## config.mk

```make
export PLATFORM = sky130hd
export DESIGN_NAME = sub_result_merge
export DESIGN_NICKNAME = d
export VERILOG_FILES = /design/src/rtl/sub_result_pkg.sv /design/src/rtl/sub_result_rr_arb.sv /design/src/rtl/sub_result_merge.sv
export SDC_FILE = /design/constraint.sdc
export NUM_CORES = 1
export LEC_CHECK = 0
export BUFFER_PORTS_ARGS = -buffer_cell sky130_fd_sc_hd__clkbuf_2
export CORE_MARGIN = 2
export CORE_UTILIZATION = 57
export CTS_CLUSTER_DIAMETER = 100
export DETAILED_ROUTE_END_ITERATION = 10
export GPL_ROUTABILITY_DRIVEN = 0
export PLACE_DENSITY = 0.82
export RECOVER_POWER = 100
export SLEW_MARGIN = 20
export SYNTH_ARGS = -nofsm -noshare
export SYNTH_HDL_FRONTEND = slang
export SYNTH_HIERARCHICAL = 1
export SYNTH_SLANG_ARGS = --single-unit
```

## constraint.sdc

```tcl
create_clock -name clk -period 4 [get_ports clk]
set_clock_uncertainty 0.1 [all_clocks]
set_input_delay 0.4 -clock clk [delete_from_list [all_inputs] [get_ports clk]]
set_output_delay 0.4 -clock clk [all_outputs]
set_load 0.01 [all_outputs]
```

## src/rtl/sub_result_pkg.sv

```systemverilog
// Shared types and helpers for the sub_result merge block.
package sub_result_pkg;

    localparam int unsigned NUM_SRC_DFLT = 4;
    localparam int unsigned DATA_W_DFLT  = 8;

    // Index width for a source count; never narrower than one bit.
    function automatic int unsigned src_idx_w(input int unsigned n);
        return (n > 1) ? $clog2(n) : 1;
    endfunction

    localparam int unsigned SRC_W_DFLT = src_idx_w(NUM_SRC_DFLT);

    typedef struct packed {
        logic [SRC_W_DFLT-1:0]  src;
        logic [DATA_W_DFLT-1:0] data;
    } sub_result_t;

endpackage

```

## src/rtl/sub_result_rr_arb.sv

```systemverilog
// Combinational round-robin arbiter: first requester at or after rr_ptr_i, wrapping.
// SUB_RESULT_MERGE_PRIO_EN gives source 0 absolute priority.
module sub_result_rr_arb
    import sub_result_pkg::*;
#(
    parameter int unsigned NUM_SRC = NUM_SRC_DFLT,
    localparam int unsigned IdxW   = src_idx_w(NUM_SRC)
) (
    input  logic [NUM_SRC-1:0] req_i,
    input  logic [IdxW-1:0]    rr_ptr_i,
    output logic [NUM_SRC-1:0] gnt_o,
    output logic [IdxW-1:0]    idx_o,
    output logic               valid_o
);

    logic [IdxW:0] pos;

    always_comb begin
        gnt_o   = '0;
        idx_o   = '0;
        valid_o = 1'b0;
        pos     = '0;
        // Scan offsets high to low so the nearest requester is written last.
        for (int k = NUM_SRC - 1; k >= 0; k--) begin
            pos = {1'b0, rr_ptr_i} + (IdxW+1)'(k);
            if (pos >= (IdxW+1)'(NUM_SRC)) begin
                pos = pos - (IdxW+1)'(NUM_SRC);
            end
            if (req_i[pos[IdxW-1:0]]) begin
                idx_o   = pos[IdxW-1:0];
                valid_o = 1'b1;
            end
        end
`ifdef SUB_RESULT_MERGE_PRIO_EN
        if (req_i[0]) begin
            idx_o   = '0;
            valid_o = 1'b1;
        end
`endif
        if (valid_o) begin
            gnt_o[idx_o] = 1'b1;
        end
    end

endmodule

```

## src/rtl/sub_result_merge.sv

```systemverilog
// Merges NUM_SRC result streams through a round-robin arbiter into a tagged FWFT FIFO.
// SUB_RESULT_MERGE_PRIO_EN: source 0 wins whenever valid and does not move rr_ptr.
module sub_result_merge
    import sub_result_pkg::*;
#(
    parameter int unsigned NUM_SRC = NUM_SRC_DFLT,
    parameter int unsigned DATA_W  = DATA_W_DFLT,
    parameter int unsigned DEPTH   = 4,
    localparam int unsigned SrcW   = src_idx_w(NUM_SRC),
    localparam int unsigned AddrW  = $clog2(DEPTH)
) (
    input  logic                      clk,
    input  logic                      rst_n,
    input  logic [NUM_SRC-1:0]        s_valid_i,
    input  logic [NUM_SRC*DATA_W-1:0] s_data_i,
    output logic [NUM_SRC-1:0]        s_ready_o,
    output logic                      m_valid_o,
    output logic [DATA_W-1:0]         m_data_o,
    output logic [SrcW-1:0]           m_src_o,
    input  logic                      m_ready_i,
    output logic [AddrW:0]            fill_level_o
);

    typedef struct packed {
        logic [SrcW-1:0]   src;
        logic [DATA_W-1:0] data;
    } entry_t;

    entry_t              mem_q [DEPTH];
    logic [AddrW:0]      wr_ptr_q, wr_ptr_d, rd_ptr_q, rd_ptr_d;
    logic [SrcW-1:0]     rr_ptr_q, rr_ptr_d;
    logic [NUM_SRC-1:0]  arb_gnt;
    logic [SrcW-1:0]     arb_idx;
    logic                arb_valid;
    logic                full, empty, push, pop;

    sub_result_rr_arb #(
        .NUM_SRC (NUM_SRC)
    ) u_arb (
        .req_i    (s_valid_i),
        .rr_ptr_i (rr_ptr_q),
        .gnt_o    (arb_gnt),
        .idx_o    (arb_idx),
        .valid_o  (arb_valid)
    );

    // Full is taken from registered pointers only, so m_ready never reaches s_ready.
    assign full  = (wr_ptr_q[AddrW] != rd_ptr_q[AddrW]) &&
                   (wr_ptr_q[AddrW-1:0] == rd_ptr_q[AddrW-1:0]);
    assign empty = (wr_ptr_q == rd_ptr_q);
    assign push  = arb_valid & ~full;
    assign pop   = ~empty & m_ready_i;

    assign s_ready_o    = full ? '0 : arb_gnt;
    assign m_valid_o    = ~empty;
    assign m_data_o     = empty ? '0 : mem_q[rd_ptr_q[AddrW-1:0]].data;
    assign m_src_o      = empty ? '0 : mem_q[rd_ptr_q[AddrW-1:0]].src;
    assign fill_level_o = wr_ptr_q - rd_ptr_q;

    always_comb begin
        wr_ptr_d = wr_ptr_q + (AddrW+1)'(push);
        rd_ptr_d = rd_ptr_q + (AddrW+1)'(pop);
        rr_ptr_d = rr_ptr_q;
        if (push) begin
            rr_ptr_d = (arb_idx == SrcW'(NUM_SRC - 1)) ? '0 : arb_idx + SrcW'(1);
`ifdef SUB_RESULT_MERGE_PRIO_EN
            if (arb_idx == '0) begin
                rr_ptr_d = rr_ptr_q;
            end
`endif
        end
    end

    always_ff @(posedge clk or negedge rst_n) begin
        if (!rst_n) begin
            wr_ptr_q <= '0;
            rd_ptr_q <= '0;
            rr_ptr_q <= '0;
        end else begin
            wr_ptr_q <= wr_ptr_d;
            rd_ptr_q <= rd_ptr_d;
            rr_ptr_q <= rr_ptr_d;
        end
    end

    always_ff @(posedge clk) begin
        if (push) begin
            mem_q[wr_ptr_q[AddrW-1:0]] <= '{src: arb_idx, data: s_data_i[arb_idx*DATA_W +: DATA_W]};
        end
    end

endmodule

```

Word level (Yosys, flattened, before mapping)
Memory sizes are Yosys's and may differ from the RTL's.
Index checks and enable logic that the tools add are counted.
Word-level totals
  flip-flop bits (word level): 8
  memory bits (writable): 40
  input port bits: 39
  output and inout port bits: 18
  logic and storage cells: 65
  memories: 1
Memory list
  mem_q: depth 4, bits a word 10, rd ports 1, clocked after memory_dff 0, wr ports 1, line sub_result_merge.sv:29  | entry_t mem_q [DEPTH];
Operators by class
  $add $sub $neg: 11
  $lt $le $gt $ge: 10
  equal/unequal tests: 4
  shift-type cells: 1
  multiplexer cells: 29
  bitwise logic cells: 4
  reduce and logical (&&, ||, !) cells: 2
Operators with widths (count)
  $shiftx 32x6->8: 1
  $mux 2: 10
  $lt 2x3->1 const B: 5
  $mux 1: 11
  $ge 3x3->1 const B: 3
  $bmux 1 s2: 4
  $mux 4: 2
  $mux 8: 1
  $sub 2x1->2 const B: 4
  $add 2x2->3 const B: 2
  $add 3x1->3: 2
  $add 2x1->3 const B: 1
  $eq 3x3->1: 1
  $ge 2x3->1 const B: 1
  $sub 3x3->3: 1
  $add 2x1->2 const B: 1
  $and 1x1->1: 2
  $demux 1 s2: 1
  $eq 2x2->1: 1
  $eq 2x2->1 const B: 1
  $ge 2x1->1 const B: 1
  $logic_and 1x1->1: 2
  $not 1->1: 2
  $ne 1x1->1: 1

Logic depth before layout (Yosys ltp)
Gate-level depths: netlist of run 1.
  word-level depth: 15
  mapped depth: 9
  depth with buffers taken out: 8

Cells and area by module
Netlist of run 1, hierarchy kept.
Modules (own cells, without submodules)
  sub_result_merge: times used 1, cells each 116, area each 2198.4 µm², seq. area each 1401.3 µm²
  sub_result_rr_arb: times used 1, cells each 33, area each 211.5 µm², seq. area each 0.0 µm²

Worst setup path after synthesis of run 1
No wires, ideal clock.
  kind: reg2reg
  from: reg rd_ptr_q[1]
  to: mem mem_q[0][0] (netlist name) (enable)
  library setup time: 0.390 ns
  arrival: 1.898 ns
  data required time: 3.510 ns
  setup slack: 1.613 ns
  stages on the path, launching flop included: 7
  buffers on the path: 1
  period minus slack after synthesis: 2.387 ns
  cell sequence: dfrtp_1 > buf_2 > inv_1 > ha_1 > nand2_1 > o21ai_4 > nor3_1
Between the ends
  cells in the longest elaborated chain, start to end: 6
RTL lines
  start: declaration: line sub_result_merge.sv:30  | logic [AddrW:0] wr_ptr_q, wr_ptr_d, rd_ptr_q, rd_ptr_d;
  start signal: assignment: line sub_result_merge.sv:81  | rd_ptr_q <= rd_ptr_d;
  $eq 2x2->1: line sub_result_merge.sv:49  | (wr_ptr_q[AddrW-1:0] == rd_ptr_q[AddrW-1:0]);
  $logic_and 1x1->1: line sub_result_merge.sv:48  | assign full = (wr_ptr_q[AddrW] != rd_ptr_q[AddrW]) &&
  $not 1->1: line sub_result_merge.sv:51  | assign push = arb_valid & ~full;
  $and 1x1->1: line sub_result_merge.sv:51
  $mux 1: line sub_result_merge.sv:87  | if (push) begin
  $mux 1 (not written as such): line sub_result_merge.sv:88  | mem_q[wr_ptr_q[AddrW-1:0]] <= '{src: arb_idx, data: s_data_i[arb_idx*DATA_W +: DATA_W]};
  end: declaration: line sub_result_merge.sv:29
No other way between the ends.

Worst setup path in the final report of run 1
  from: reg rd_ptr_q[0]
  to: mem mem_q[1][5] (netlist name) (enable)
Same word-level chain as after synthesis.

==> metrics.md, run 1 <==
| Metric | Value |
|---|---|
| Status | completed |
| Total Routing Usage GR | 22.1% |
| Gr ovfl total | 0 |
| Min-Delay Path Class | input pin to flip-flop |
| DIE AREA | 4760 µm² |
| Routed vias | 1509 |
| Warnings from Yosys | 6 |
| Pwr Density | 890 nW/µm² |
| DP HPWL | 3590 µm |
| Synth Instances | 149 |
| Avg Vias per Cell | 5.83 |
| Fill cells | 303 |
| Fraction of registers with async set/reset | 16.7% |
| Core area | 4030 µm² |
| Final hold vios | 0 |
| Routed WL | 4920 µm |
| Hold buffer count at cts | 1 |
| Max Buffers Root-to-Sink | 2 |
| Post-layout minimum cycle time | 2.89 ns |
| Placed Area | 2720 µm² |
| Max Freq | 346 MHz |
| Final Cell Area | 2770 µm² |
| Relative slew margins | 34.7% |
| Final antenna-violating net count | 0 |
| Main synth FF type | edfxtp_1 |
| # DRC | 0 |
| Crit Path Class | flip-flop to flip-flop |
| Num Clock Sinks | 48 |
| Fin. max-slew vios | 0 |
| Avg Inst Size Synth | 16.2 µm² |
| Fin crit share | 72.3% |
| Cell Rows | 23 |
| First-pass GRT wire length | 7950 µm |
| # nets final | 255 |
| Chip height | 69.0 µm |
| Worst Path Required | 3.82 ns |
| CTS tree | done |
| Startpoint Class | flip-flop |
| Total power | 2.47 mW |
| Die width | 69.0 µm |
| IO buf count | 56 |
| H-tree depth | 2 |
| Initial antenna violation count | 0 |
| Setup Total Neg Slack | 0 ns |
| Critical Path AT | 2.71 ns |
| Number of global-route vias before repair | 1570 |
| Drt pass-1 iters | 4 |
| Worst Path Max Fanout | 12 |
| Final setup fails | 0 |
| Area of the multi-input gates | 880 µm² |
| Diode count | 0 |
| Routed length per placed instance | 19.0 µm |
| Netlist Area Pre-Place | 2410 µm² |
| EDFF count, synth | 40 |
| Peak VDD IR | 0.000458 V |
| RSZ-0062 raised after global routing | no |
| Cts repair resizes | 0 |
| Synthesized net count | 196 |
| Postcts setup bufs | 0 |
| Pleak | 1.08 nW |
| Worst-Margin Slew | 0.976 ns |
| Register area share after synthesis | 58.2% |
| Synthesis-stage register bit count | 48 |
| DR iter-0 viols | 159 |
| Max-cap violations | 0 |
| CTS Root Cell | clkbuf_8 |
| FF+latch area | 1400 µm² |
| Clock latency at the later pin of the worst-skew pair | 0.29 ns |
| Layout area overhead | 15.1% |
| Initial Util | 59.8% |
| Total CTS buffers | 5 |
| CP endpoint kind | flip-flop |
| Clock-pin slew on the worst setup and hold paths | 0.08 ns |
| Largest net degree at the start of global routing | 15 |
| # IOs | 57 |
| Post-synth cell types | 33 |
| Layout cell share with drive strength beyond 1 | 31.6% |
state kept, by name, summed over array words and instances, names as in the netlist:
| name | cells |
|---|---|
| mem_q | 40 |
| rd_ptr_q | 3 |
| wr_ptr_q | 3 |
| rr_ptr_q | 2 |
area by class of cell:
| class | instances | area share [%] |
|---|---|---|
| sequential | 48 | 50.5 |
| timing repair buffer | 61 | 10.1 |
| multi-input combinational | 81 | 31.7 |
| inverter | 11 | 1.49 |
| tap | 50 | 2.26 |
| clock inverter | 2 | 1.26 |
| clock buffer | 6 | 2.62 |
cell usage in the layout, fill, tap and decap left out, drive strengths merged, types with 2 or more instances in the layout:
cell	n
a21boi	2
mux4	18
nor3	4
xor2	2
nand2	2
nor2b	16
a21oi	4
edfxtp	40
nor2	6
inv	11
o221a	2
clkbuf	66
dfrtp	8
mux2	2
o21ai	5
ha	7
xnor2	2
worst max-delay path: stages, from the launching register on:
cell and delay [ns]:
dfrtp_1 0.83, ha_1 0.40, nand2_1 0.11, o21ai_0 0.28, nor3_1 0.23, clkbuf_1 0.58
per-layer routing:
| layer | share of wire [%] | GRT usage (%) |
|---|---|---|
| met5 | 0 | 0 |
| met4 | 0.43 | 4.58 |
| met3 | 6.4 | 5.12 |
| met2 | 56 | 41.8 |
| met1 | 37 | 25.4 |
cell usage after synthesis, drive strengths merged (2+ instances only):
library cell	instances	area, µm²
nor2b	16	100
o21ai	5	36.3
inv	11	41.3
xnor2	2	25.0
nor3	4	20.0
nor2	6	22.5
mux2	2	30.0
xor2	2	17.5
a21boi	2	15.0
o221a	2	22.5
a21oi	4	20.0
edfxtp	40	1200
dfrtp	8	200
buf	9	70.1
nand2	2	7.51
ha	7	87.6
mux4	18	405
power breakdown:
group / switching [mW] / internal (mW)
clock network: 0.147 / 0.185
registers: 0.159 / 0.867
logic: 0.613 / 0.498
logic make-up after synthesis:
family	Yosys count	share of synthesized area, %
DFF	48	58.2
and+or+nand+nor	30	6.96
muxes	21	18.5
buffers and inverters	20	4.62
AOI/OAI and AO/OA	18	5.56
adders and majority gates	8	4.47
xor gates and xnor gates	4	1.77
path summary, 6_finish.rpt:
check	startpoint	to	slack [ns]	depth (start not counted)
hold reg to reg	wr_ptr_q[2]	wr_ptr_q[2]	0.43	1
setup / recovery	rd_ptr_q[0]	mem_q[1][5]	1.11	5
min in group asynchronous	rst_n	rd_ptr_q[1]	0.45	2
max in group asynchronous	rst_n	wr_ptr_q[1]	3.04	2
setup reg to reg	rd_ptr_q[0]	mem_q[1][5]	1.11	5
hold / removal	m_ready_i	rd_ptr_q[0]	0.36	3
stage by stage:
step	setup slack (ns)	utilization (%)	hold slack, ns	std cells
after CTS	1.19	70.4	0.354	259
after floorplan	1.61	-	0.00441	149
after detailed placement	1.21	67.5	0.163	250
after global routing	0.855	68.9	0.365	259
after global placement	1.36	67.5	0.151	250
final	1.11	68.9	0.356	259
(Power assumes the default switching activity.)
==> inputs of run 2 (changes only) <==
ABC_AREA = 1   (was not set)
CORE_UTILIZATION = 49   (was 57)
PLACE_DENSITY = 0.74   (was 0.82)
clock period = 2.47 ns   (was 4 ns; I/O delays follow)
==> run 2 against run 1 <==
Critical path depth is 7 higher. Routed wire length up 11%. First-iteration DRC count decreased by 21%. Non-clock buffer count up 12. Critical endpoint is now s_ready_o[0].
==> metrics.md, run 2 <==
| Metric | Value |
|---|---|
| Cell Rows | 26 (+13%) |
| Fin. max-slew vios | 0 (unchanged) |
| Synth top area share | 45.5% (-4.3 points) |
| Chip height | 77.4 µm (+12%) |
| Fin crit share | 94.5% |
| Post-layout minimum cycle time | 2.33 ns |
| Fraction of registers with async set/reset | 16.7% (unchanged) |
| Final hold vios | 0 (unchanged) |
| # nets final | 429 (+68%) |
| IO buf count | 56 (unchanged) |
| EDFF count, synth | 40 (unchanged) |
| Worst setup path end | s_ready_o[0] |
| Setup Total Neg Slack | 0 ns (unchanged) |
| Max Freq | 428 MHz |
| Clock-pin slew on the worst setup and hold paths | 0.08 ns (about the same) |
| Worst-Margin Slew | 0.632 ns (-0.344 ns) |
| Worst Path Required | 2.12 ns (-1.70 ns) |
| Area of the multi-input gates | 1010 µm² (+15%) |
| CTS tree | done |
| Netlist Area Pre-Place | 2640 µm² (+9.4%) |
| Most frequent cells in the layout | nand2_1 (99), inv_1 (46), clkbuf_2 (44) |
| Max-cap violations | 0 (unchanged) |
| R2R setup slack | 0.22 ns (-0.89 ns) |
| Layout area overhead | 19.1% |
| H-tree depth | 2 (unchanged) |
| Max reg flops | 40 (unchanged) |
| Warnings from Yosys | 6 (unchanged) |
| Largest net degree at the start of global routing | 22 (+7) |
| Drt pass-1 iters | 4 (unchanged) |
| Synth top cells by count | nand2_1 (98), inv_1 (46), edfxtp_1 (40) |
| Max Buffers Root-to-Sink | 2 (unchanged) |
| Synthesized net count | 359 (+83%) |
| Core area | 5140 µm² (+28%) |
| Avg Vias per Cell | 4.85 (-17%) |
| Status | completed |
| Synth Instances | 312 (+110%) |
| Min-Delay Path Class | input pin to flip-flop |
| CP endpoint kind | output pin |
| Routed vias | 2199 (+46%) |
| DR iter-0 viols | 125 (-21%) |
| Reg2reg path depth | 12 (+7) |
| Crit Path Class | flip-flop to output pin |
| Top post-synthesis cells by area | edfxtp_1 (46%), nand2_1 (14%), dfrtp_1 (7.6%) |
| Initial antenna violation count | 0 (unchanged) |
| # IOs | 57 (unchanged) |
| RR Endpoint | mem_q[3][0] |
| Register area share after synthesis | 53.1% (-5.0 points) |
| Count leader, synth | nand2_1 |
| Routed WL | 5470 µm (+11%) |
| Number of global-route vias before repair | 2015 (+28%) |
| Final antenna-violating net count | 0 (unchanged) |
| CTS Root Cell | clkbuf_8 |
| CP max-delay cell | dfrtp_2 |
| Crit path cell chain | clkbuf_4 > nand2_1 > nand2_2 > nand3_1 > nand2_1 > inv_1 > a21boi_4 > buf_4 > nor2_1 > inv_1 > nor2_1 > clkbuf_2 |
| Total Routing Usage GR | 18.3% (-3.8 points) |
| Avg Inst Size Synth | 8.45 µm² (-48%) |
| Cell taking the most area after synthesis | edfxtp_1 |
| Synthesis-stage register bit count | 48 (unchanged) |
| # DRC | 0 (unchanged) |
| Relative slew margins | 57.8% (+23 points) |
| FF+latch area | 1400 µm² (about the same) |
| Worst r2r src | rr_ptr_q[0] |
| Critical Path AT | 1.99 ns (-0.72 ns) |
| Final Cell Area | 3140 µm² (+13%) |
| Post-synth cell types | 23 (-30%) |
| RSZ-0062 raised after global routing | no |
| Worst Path Max Fanout | 7 (-5) |
| Layout cell share with drive strength beyond 1 | 19.8% (-12 points) |
| Fill cells | 483 (+59%) |
| Clock latency at the later pin of the worst-skew pair | 0.30 ns (about the same) |
| First-pass GRT wire length | 8670 µm (+9.0%) |
| Peak per-stage delay on the critical path | 0.45 ns (-0.38 ns) |
| Main synth FF type | edfxtp_1 |
| DIE AREA | 5990 µm² (+26%) |
| Startpoint Class | flip-flop |
| Num Clock Sinks | 48 (unchanged) |
| Diode count | 0 (unchanged) |
| Gr ovfl total | 0 (unchanged) |
| CP Launch Point | rr_ptr_q[0] |
| Total CTS buffers | 5 (unchanged) |
| Routed length per placed instance | 12.1 µm (-36%) |
| Die width | 77.4 µm (+12%) |
| Final setup fails | 0 (unchanged) |
| Placed Area | 3000 µm² (+10%) |
| DP HPWL | 3740 µm (+4.3%) |
| Initial Util | 51.3% (-8.5 points) |
| Most common cell after layout, fill and taps aside | nand2_1 |
## run 2: cell count changes in the layout (fill, tap and decap cells not counted), sizes merged, moves of 4 or more
| cell | before | now |
|---|---|---|
| a21oi | 4 | 11 |
| inv | 11 | 49 |
| nor3 | 4 | 0 |
| nand3 | 0 | 21 |
| nor2 | 6 | 32 |
| buf | 0 | 9 |
| nand2 | 2 | 103 |
| mux4 | 18 | 0 |
| nor2b | 16 | 0 |
| o22ai | 1 | 8 |
| o21ai | 5 | 19 |
## run 2: final cells by class
cell class                 instances  area share (%)
sequential                        48            44.7
tap                               70            2.79
inverter                          48            5.74
multi-input combinational        206            32.1
timing repair buffer              73            12.0
clock inverter                     3           0.558
clock buffer                       5            2.19
## run 2: cells by family (layout without fill, tap and decap cells)
family	count (synthesis)	in the layout	synth area share (%)
xor gates and xnor gates	3	3	0.996
adders and majority gates	8	8	4.08
AOI/OAI and AO/OA	39	39	8.02
DFF	48	48	53.1
buffers and inverters	59	129	9.77
and+or+nand+nor	155	156	24.0
## run 2: metal layers
layer / vias to the layer above / global-route usage (%) / share of wire [%] / wire [µm]
li1: 1138 / - / - / -
met1: 981 / 22.2 / 44 / 2430
met2: 71 / 31.2 / 48 / 2630
met3: 9 / 4.07 / 5.7 / 314
met4: 0 / 8.39 / 1.8 / 101
met5: - / 0 / 0 / 0
## run 2: worst min-delay path by stage
| stage | cells past startpoint | end | from |
|---|---|---|---|
| after global placement | 1 | rr_ptr_q[0] | rst_n |
| after CTS | 2 | wr_ptr_q[1] | rst_n |
| after global routing | 4 | rd_ptr_q[0] | m_ready_i |
| final | 4 | rd_ptr_q[0] | m_ready_i |
| after detailed placement | 1 | wr_ptr_q[1] | rst_n |
| after floorplan | 0 | rd_ptr_q[0] | rst_n |
## run 2: critical path, delay by kind of cell, from the launching register on
kind            cells  cell delay [ns]
simple gates        6             0.53
compound gates      1             0.07
buf+inv             5             0.63
flops               1             0.45
## run 2: through the flow
stage | setup WS, ns | utilization, % | hold slack (ns) | cells
2_1_floorplan | 0.308 | - | -0.149 | 312
3_5_place_dp | 0.100 | 58.4 | 0.0107 | 437
5_1_grt | 0.00323 | 61.1 | 0.240 | 453
3_3_place_gp | 0.173 | 58.4 | 0.00252 | 437
4_1_cts | 0.0294 | 60.3 | 0.216 | 446
6_report | 0.136 | 61.1 | 0.215 | 453
## run 2: repair_timing
item                                    4_1_cts  5_1_grt
gates cloned                                  0        1
hold endpoints to repair                      8        0
gates resized for setup                       1        8
pin swaps                                     0        2
endpoints found under the setup margin        2       31
buffers inserted                              0        6
hold buffers                                  1        0
Power of run 2 is left out: the tool's default activity adds up to more than one toggle a clock period on the data nets, which glitch-free logic cannot reach.
==> inputs of run 3 (changes only) <==
ABC_AREA = not set   (was 1)
CORE_UTILIZATION = 48   (was 49)
GPL_TIMING_DRIVEN = 0   (was not set)
PLACE_DENSITY = 0.73   (was 0.74)
==> run 3 against run 2 <==
Via count is 31% lower. Register-to-register slack worse by 0.12 ns. Fmax is 1.4% lower. Die area shrank 6.4%. Hold slack gained 0.0017 ns. Design area fell by 5.1%. Utilization up 1.2 points. Flip-flop and latch count did not move. Routed wire length shrank 8.9%. Global-route usage up 0.30 points. Sequential share of layout area increased by 2.4 points.
==> metrics.md, run 3 (same netlist as run 1, synthesis figures left out) <==
| Metric | Value |
|---|---|
| Startpoint Class | flip-flop |
| Largest net degree at the start of global routing | 16 (-27%) |
| Initial antenna violation count | 0 (unchanged) |
| Routed length per placed instance | 17.5 µm (+45%) |
| Fin. max-slew vios | 0 (unchanged) |
| CP Launch Point | rd_ptr_q[1] |
| CTS Root Cell | clkbuf_8 |
| Power Internal | 2.73 mW |
| Min-Delay Path Class | input pin to flip-flop |
| Num Clock Sinks | 48 (unchanged) |
| Critical Path AT | 2.28 ns (+0.29 ns) |
| Most common cell after layout, fill and taps aside | clkbuf_2 |
| Max reg flops | 40 (unchanged) |
| Total Routing Usage GR | 18.6% (+0.30 points) |
| Combinational Power Share | 53.7% |
| Status | completed |
| Chip height | 74.9 µm (-3.2%) |
| Sequential share of power | 36.0% |
| First-pass GRT wire length | 7380 µm (-15%) |
| Final antenna-violating net count | 0 (unchanged) |
| Clock share of power | 10.3% |
| Final setup fails | 0 (unchanged) |
| Max-cap violations | 0 (unchanged) |
| Switching share of power | 37.8% |
| Hold_sp | m_ready_i |
| R2R setup slack | 0.10 ns (-0.12 ns) |
| Worst Path Max Fanout | 10 (+3) |
| Fill cells | 356 (-26%) |
| Cell Rows | 25 (-3.8%) |
| Final Non-Filler Cells | 284 (-37%) |
| Placed Cells | 273 (-38%) |
| CTS tree | done |
| Routed WL | 4980 µm (-8.9%) |
| Gr ovfl total | 0 (unchanged) |
| Post-layout minimum cycle time | 2.37 ns (+0.0327 ns) |
| # IOs | 57 (unchanged) |
| Pwr Density | 1470 nW/µm² |
| Core area | 4790 µm² (-6.9%) |
| Final hold vios | 0 (unchanged) |
| Worst-Margin Slew | 0.433 ns (-0.199 ns) |
| Reg2reg path depth | 8 (-4) |
| Max Freq | 422 MHz (-1.4%) |
| Clock-pin slew on the worst setup and hold paths | 0.08 ns (about the same) |
| Crit Path Class | flip-flop to flip-flop |
| Most frequent cells in the layout | clkbuf_2 (52), edfxtp_1 (40), mux4_2 (18) |
| Routed wl met2 | 2890 µm (+9.9%) |
| Diode count | 0 (unchanged) |
| IO buf count | 53 (-5.4%) |
| Worst Path Required | 2.38 ns (+0.26 ns) |
| Total power | 4.39 mW |
| Routed vias | 1509 (-31%) |
| Drt pass-1 iters | 4 (unchanged) |
| Avg Vias per Cell | 5.31 (+9.5%) |
| Top routing layer in use | met4 |
| Max Buffers Root-to-Sink | 2 (unchanged) |
| Worst setup path end | mem_q[3][3] |
| # DRC | 0 (unchanged) |
| Fin crit share | 95.8% (+1.3 points) |
| Clock latency at the later pin of the worst-skew pair | 0.29 ns (about the same) |
| DR iter-0 viols | 109 (-13%) |
| M1 WL | 1870 µm (-23%) |
| CP endpoint kind | flip-flop |
| # nets final | 263 (-39%) |
| Met3 WL | 186 µm (-41%) |
| Layout area overhead | 23.7% |
| DIE AREA | 5600 µm² (-6.4%) |
| Initial Util | 50.4% (-0.96 points) |
| RR Endpoint | mem_q[3][3] |
| Peak VDD IR | 0.000642 V |
| Die width | 74.9 µm (-3.2%) |
| Relative slew margins | 71.1% (+13 points) |
| Layout cell share with drive strength beyond 1 | 47.5% (+28 points) |
| Pleak | 1.21 nW |
| Number of global-route vias before repair | 1525 (-24%) |
| Worst r2r src | rd_ptr_q[1] |
| Sw Pwr | 1.66 mW |
| Total CTS buffers | 5 (unchanged) |
| H-tree depth | 2 (unchanged) |
| DP HPWL | 3800 µm (+1.7%) |
## run 3: cell types whose count changed in the layout (fill, tap and decap cells not counted), sizes merged, moves of 4 or more
cell / delta
nor3: +4
nand3: -21
mux4: +18
buf: +4
clkbuf: -8
o21ai: -14
inv: -37
nand2: -101
o22ai: -7
a21oi: -7
nor2: -26
nor2b: +16
## run 3: worst min-delay path by stage
stage,end,cells after the start
2_1_floorplan,rd_ptr_q[0],0
3_3_place_gp,wr_ptr_q[1],1
3_5_place_dp,wr_ptr_q[1],1
4_1_cts,rd_ptr_q[0],3
5_1_grt,rd_ptr_q[0],3
6_report,rd_ptr_q[0],3
## run 3: worst max-delay path: stages, from the launching register on
cell and delay, ns:
dfrtp_1 0.44, clkbuf_4 0.28, inv_1 0.07, ha_1 0.29, nand2_1 0.14, o21ai_4 0.09
buf_12 0.15, nor3_4 0.29, buf_4 0.24
## run 3: metrics by stage
stage | cell area, µm² | util, % | setup slack (ns) | TNS [ns] | hold slack [ns]
floorplan | 2410 | - | 0.0826 | 0 | -0.149
global route | 2980 | 62.3 | -0.00264 | -0.00390 | 0.227
global placement | 2760 | 57.6 | -0.616 | -26.27 | 0.0000304
detailed placement | 2810 | 58.7 | -0.154 | -4.51 | 0.00478
finish | 2980 | 62.3 | 0.103 | 0 | 0.216
CTS | 2920 | 61.0 | 0.00342 | 0 | 0.206
## run 3: cell type report
cell class / count / area, µm² / area share (%)
clock buffer: 5 / 68.8 / 2.31
clock inverter: 3 / 17.5 / 0.588
multi-input combinational: 81 / 957 / 32.1
tap: 67 / 83.8 / 2.81
inverter: 11 / 41.3 / 1.39
sequential: 48 / 1400 / 47.0
timing repair buffer: 60 / 330 / 11.1
buffer: 9 / 80.1 / 2.69
## run 3: what timing repair did
item	4_1_cts	5_1_grt
pin swaps	0	1
endpoints found under the setup margin	35	58
hold buffers	1	0
setup buffers	0	2
resized for setup	3	7
endpoints found under the hold margin	8	0
## run 3: metal layers
metal  GRT usage (%)  up-vias
li1                -      705
met1            20.5      761
met2            35.1       38
met3            4.42        5
met4            5.95        0
met5               0        -
## run 3: power by group through the flow
stage | combinational (mW) | sequential [mW] | clock, mW
CTS | 2.26 | 1.57 | 0.466
finish | 2.36 | 1.58 | 0.452
floorplan | 1.49 | 1.52 | 0
detailed placement | 2.22 | 1.59 | 0
global route | 2.57 | 1.61 | 0.495
global placement | 2.06 | 1.55 | 0
